File: src/rtl/pwm_pkg.sv
// Shared PWM constants and the measurement state type, common to pwm_gen and pwm_meas.
package pwm_pkg;

  localparam int unsigned PWM_PERIOD = 1024;
  localparam int unsigned PWM_DUTY_W = 10;
  localparam int unsigned PWM_CNT_W  = 11;

  typedef enum logic [1:0] {
    IDLE,
    IDLE_HI,
    HIGH,
    LOW
  } meas_state_e;

endpackage

File: src/rtl/sync_edge_det.sv
// Two-flop synchronizer for an asynchronous level input, with registered
// previous level and single-cycle rise/fall pulses.
module sync_edge_det (
  input  logic clk,
  input  logic rst,
  input  logic din,
  output logic rise,
  output logic fall
);

  logic       s1;
  logic       s2;
  logic       prev;
  logic [2:0] fill;

  // Synchronize din and keep the previous synchronized level; fill tracks
  // how many of s1/s2/prev hold real samples since reset.
  always_ff @(posedge clk) begin
    if (rst) begin
      s1   <= 1'b0;
      s2   <= 1'b0;
      prev <= 1'b0;
      fill <= '0;
    end else begin
      s1   <= din;
      s2   <= s1;
      prev <= s2;
      fill <= {fill[1:0], 1'b1};
    end
  end

  // Edges are qualified until prev holds a real sample, so a line that is
  // already high out of reset does not produce a false rise.
  assign rise = fill[2] & s2 & ~prev;
  assign fall = fill[2] & ~s2 & prev;

endmodule

File: src/rtl/pwm_meas.sv
// PWM measurement: counts high time and rising-edge-to-rising-edge period of
// an incoming PWM waveform, recovers the duty word, and flags bad periods and
// stuck lines.
module pwm_meas
  import pwm_pkg::*;
#(
  parameter int unsigned CNT_W      = PWM_CNT_W,
  parameter int unsigned DUTY_W     = PWM_DUTY_W,
  parameter int unsigned NOM_PERIOD = PWM_PERIOD,
  parameter int unsigned TIMEOUT    = 2047
) (
  input  logic              clk,
  input  logic              rst,
  input  logic              pwm_in,
  output logic [DUTY_W-1:0] duty_out,
  output logic [CNT_W-1:0]  high_cnt,
  output logic [CNT_W-1:0]  period_cnt,
  output logic              meas_vld,
  output logic              period_err,
  output logic              stuck_hi,
  output logic              stuck_lo
);

  localparam logic [CNT_W-1:0] CNT_ONE = CNT_W'(1);
  localparam logic [CNT_W-1:0] CNT_TO  = CNT_W'(TIMEOUT);
  localparam logic [CNT_W-1:0] CNT_NOM = CNT_W'(NOM_PERIOD);

  meas_state_e      state;
  logic             rise;
  logic             fall;
  logic [CNT_W-1:0] hcnt;
  logic [CNT_W-1:0] pcnt;
  logic [CNT_W-1:0] lcnt;
  logic [CNT_W-1:0] h_lat;
  logic [CNT_W-1:0] hcnt_nx;
  logic [CNT_W-1:0] pcnt_nx;
  logic [CNT_W-1:0] lcnt_nx;

  function automatic logic [CNT_W-1:0] sat_inc(input logic [CNT_W-1:0] v);
    return (v == '1) ? v : v + CNT_ONE;
  endfunction

  sync_edge_det u_sync (
    .clk  (clk),
    .rst  (rst),
    .din  (pwm_in),
    .rise (rise),
    .fall (fall)
  );

  // Saturating next-count values for the high, period and low-run counters.
  always_comb begin
    hcnt_nx = sat_inc(hcnt);
    pcnt_nx = sat_inc(pcnt);
    lcnt_nx = sat_inc(lcnt);
  end

  // Measurement FSM: counts phases, publishes results on each complete
  // period and detects stuck-high / stuck-low lines.
  always_ff @(posedge clk) begin
    if (rst) begin
      state      <= IDLE;
      hcnt       <= '0;
      pcnt       <= '0;
      lcnt       <= '0;
      h_lat      <= '0;
      duty_out   <= '0;
      high_cnt   <= '0;
      period_cnt <= '0;
      meas_vld   <= 1'b0;
      period_err <= 1'b0;
      stuck_hi   <= 1'b0;
      stuck_lo   <= 1'b0;
    end else begin
      meas_vld <= 1'b0;
      case (state)
        IDLE: begin
          if (rise) begin
            stuck_lo <= 1'b0;
            hcnt     <= CNT_ONE;
            pcnt     <= CNT_ONE;
            state    <= HIGH;
          end
        end
        IDLE_HI: begin
          if (fall) begin
            stuck_hi <= 1'b0;
            state    <= IDLE;
          end
        end
        HIGH: begin
          pcnt <= pcnt_nx;
          if (fall) begin
            h_lat <= hcnt;
            lcnt  <= CNT_ONE;
            state <= LOW;
          end else begin
            hcnt <= hcnt_nx;
            if (hcnt_nx >= CNT_TO) begin
              stuck_hi <= 1'b1;
              state    <= IDLE_HI;
            end
          end
        end
        LOW: begin
          if (rise) begin
            high_cnt   <= h_lat;
            period_cnt <= pcnt;
            duty_out   <= DUTY_W'(h_lat - CNT_ONE);
            meas_vld   <= 1'b1;
            if (pcnt != CNT_NOM) begin
              period_err <= 1'b1;
            end
            hcnt  <= CNT_ONE;
            pcnt  <= CNT_ONE;
            state <= HIGH;
          end else begin
            pcnt <= pcnt_nx;
            lcnt <= lcnt_nx;
            if (lcnt_nx >= CNT_TO) begin
              stuck_lo <= 1'b1;
              state    <= IDLE;
            end
          end
        end
        default: state <= IDLE;
      endcase
    end
  end

endmodule
File: config.mk
export PLATFORM = sky130hd
export DESIGN_NAME = pwm_meas
export DESIGN_NICKNAME = d
export VERILOG_FILES = /design/src/rtl/pwm_pkg.sv /design/src/rtl/sync_edge_det.sv /design/src/rtl/pwm_meas.sv
export SDC_FILE = /design/constraint.sdc
export NUM_CORES = 1
export LEC_CHECK = 0
export CORE_AREA = 2 2 103 105
export CTS_CLUSTER_DIAMETER = 150
export DETAILED_ROUTE_END_ITERATION = 6
export DIE_AREA = 0 0 105 107
export SYNTH_ARGS = -nofsm -noshare
export SYNTH_HDL_FRONTEND = slang
export SYNTH_SLANG_ARGS = --single-unit
File: constraint.sdc
create_clock -name clk -period 2.7 [get_ports clk]
set_input_delay 0.675 -clock clk [delete_from_list [all_inputs] [get_ports clk]]
set_output_delay 0.675 -clock clk [all_outputs]
set_load 0.02 [all_outputs]
==> results.py <==
metrics = {
    "setup_path": {
        "reg2reg_slack_ns": 0.23,
        "cp-startpoint": "hcnt[0]$_SDFFE_PP0P_",
        "path_cells": "ha_1 > nand2_1 > or4_4 > a221oi_2 > nand4_2 > nand2_1 > a41oi_1 > a311oi_2",
        "cp_slowest_cell": "or4_4",
        "regToRegEndpoint": "state[1]$_SDFFE_PP0P_",
        "rr_startpoint": "hcnt[0]$_SDFFE_PP0P_",
        "startpoint_type": "flop",
        "endpoint": "state[1]$_SDFFE_PP0P_",
        "crit_required_ns": 2.97,
        "rr_worst_depth": 8,
        "cp_num_cells": 8,
        "crit_arrival_ns": 2.74,
        "slowest_delay_ns": 0.54,
        "crit_top_cell": "nand2_1",
        "cp_top_family": "simple AND/OR/NAND/NOR gates",
        "crit_fanout": 8,
        "endpoint_kind": "flop",
        "cp_num_buf_inv": 0,
        "crit_type": "flop to flop",
    },
    "yosys": {
        "yosys-top-cells-area": "dfxtp_1, nand2_1, a21oi_1",
        "syn_avg_cell_area_um2": 8.09,
        "yosys.area.top_type": "dfxtp_1",
        "synthCells": 512,
        "synthArstFlopShare": 0,
        "synth_ff_type": "dfxtp_1",
        "synth-seq-cells": 88,
        "syn_area_mm2": 0.00414,
        "synth_seq_area_share": 0.425,
        "synth_nets": 525,
        "synth_edf_count": 0,
        "yosysWarnings": 0,
        "synth.distinct_cells": 57,
        "yosys.area.top_type_share": 0.425,
    },
    "route": {
        "firstDrtPassIters": 4,
        "vias": 3604,
        "final_antenna_net_count": 0,
        "post_drt_via_cell_ratio": 5.28,
        "drc": 0,
        "drt_wl_total_um": 9270,
        "drtIter0Drc": 180,
        "wl_per_cell_um": 13.6,
    },
    "power_and_ir_drop": {
        "p_int_mw": 1.70,
        "clock_power_share": 0.361,
        "power.density_mw_per_mm2": 479,
        "p_switching_uw": 590,
        "ir_drop_uv": 205,
        "power.leakage_nw": 1.58,
        "pwr-share-comb": 0.059,
        "seqPwrFrac": 0.580,
        "report.power.total_mw": 2.29,
        "swShare": 0.258,
    },
    "timing": {
        "period_share": 0.914,
        "fin_crit_ns": 2.47,
        "rsz0062_at_grt": "false",
        "finalClockSkew_ns": 0.0102,
        "fin_ws_ns": 0.231,
        "setup_viol": 0,
        "hold_viol": 0,
        "tightest_slew_ns": 0.796,
        "finalSetupTns_ns": 0,
        "max-slew-margin-rel": 0.469,
        "whs_ns": 0.445,
        "maxSlewViolCount": 0,
        "fmax_mhz": 405,
    },
    "global_route": {
        "grt_usage": 0.173,
        "grt_max_degree": 77,
        "grt_pass1_vias": 3297,
        "grt_pass1_wl_um": 15800,
        "antenna_found_initial": 0,
        "grt.overflow.total": 0,
    },
    "clocking": {
        "cts_hold_buffers": 0,
        "clock-sinks": 88,
        "clockRootBuffer": "clkbuf_8",
        "cts.path.max_buffers": 2,
        "clkLatencyLatePin_ns": 0.37,
        "clk_pin_slew_ns": 0.09,
        "htree_levels": 3,
        "cts_buffers": 9,
        "cts_tree": "done",
    },
    "placed_design": {
        "dp_hpwl_um": 6370,
        "place_area_mm2": 0.00460,
        "pre_cts_ws_ns": 0.270,
        "dp.cells": 666,
        "gp_congestion": 0.818,
        "io_buffer_count": 38,
    },
    "finish": {
        "final_common_cell": "nand2_1",
        "diodes": 0,
        "drive_above_1_share": 0.0824,
        "finalInstanceArea_mm2": 0.00478,
        "fin_cells": 682,
        "final_cell_mix": "nand2_1, dfxtp_1, a21oi_1",
        "area_growth_pct": 15.4,
        "nets": 554,
        "fin_util": 0.474,
    },
    "floorplanning": {
        "die_h_um": 107,
        "core-area_mm2": 0.0101,
        "die_area_mm2": 0.0112,
        "ios": 39,
        "rows": 37,
        "die_w_um": 105,
        "initial_core_util": 0.410,
    },
    "worst_hold_path": {
        "hp-start": "u_sync.s1$_SDFF_PP0_",
        "min_path_type": "flop to flop",
    },
    "outcome": {
        "status": "complete, no violations",
    },
    "flow_run": {
        "maxCapViolations": 0,
    },
}
[worst min path at each step]
stage	to	slack (ns)	cells after the start
5_1_grt	u_sync.fill[2]$_SDFF_PP0_	0.47	1
3_5_place_dp	u_sync.s2$_SDFF_PP0_	0.43	1
6_report	u_sync.s2$_SDFF_PP0_	0.44	1
2_1_floorplan	u_sync.fill[1]$_SDFF_PP0_	0.41	1
3_3_place_gp	u_sync.s2$_SDFF_PP0_	0.43	1
4_1_cts	u_sync.s2$_SDFF_PP0_	0.45	1
[power by group through the flow]
stage	clock (mW)	combinational, mW	sequential (mW)
floorplan	0	0.111	1.35
global placement	0	0.133	1.36
detailed placement	0	0.134	1.36
CTS	0.851	0.136	1.33
global route	0.914	0.154	1.33
finish	0.826	0.135	1.33
[synthesized netlist by cell type (3+ instances only)]
cell and instances:
a211oi_1 8, a21oi_1 65, a22oi_1 6, a311oi_1 3, a31oi_1 6, and2_1 5
and3_1 4, buf_1 3, buf_6 4, clkbuf_1 17, dfxtp_1 88, ha_1 10
inv_1 13, nand2_1 93, nand3_1 15, nand4_1 9, nor2_1 46, nor2b_1 5
nor3_1 12, nor3b_1 4, nor4_1 7, o211ai_1 4, o21ai_0 20, o21ai_1 3
or3_1 6, xnor2_1 10, xor2_1 8
[layer usage]
metal	track usage	share of wire
met1	0.229	0.49
met2	0.273	0.45
met3	0.0310	0.045
met4	0.0819	0.013
met5	0	0
[area by class of cell]
| cell class | count | area [µm²] |
|---|---|---|
| Multi-Input combinational cell | 385 | 2210 |
| Tap cell | 136 | 170 |
| Clock inverter | 6 | 43.8 |
| Fill cell | 1052 | 5310 |
| Sequential cell | 88 | 1760 |
| Timing Repair Buffer | 44 | 420 |
| Clock buffer | 10 | 128 |
| Inverter | 13 | 48.8 |
[flip-flops by register name, summed over array words and instances, names as in the netlist, 2 cells and up]
signal	count
u_sync.fill	3
duty_out	10
lcnt	11
high_cnt	11
hcnt	11
period_cnt	11
pcnt	11
h_lat	11
state	2
[cell families after synthesis]
kind of cell,share of synthesized area
AO/OA/AOI/OAI,0.183
XOR/XNOR,0.0381
multiplexers,0.0109
buffers and inverters,0.0447
adder cells (fa/ha/maj),0.0302
flip-flops,0.425
AND/OR/NAND/NOR,0.268
[timing repair]
action	CTS	global route
gates resized for setup	0	1
endpoints found under the setup margin	0	1
setup buffers	0	0
Note: power is estimated with default switching activity, not from simulation.
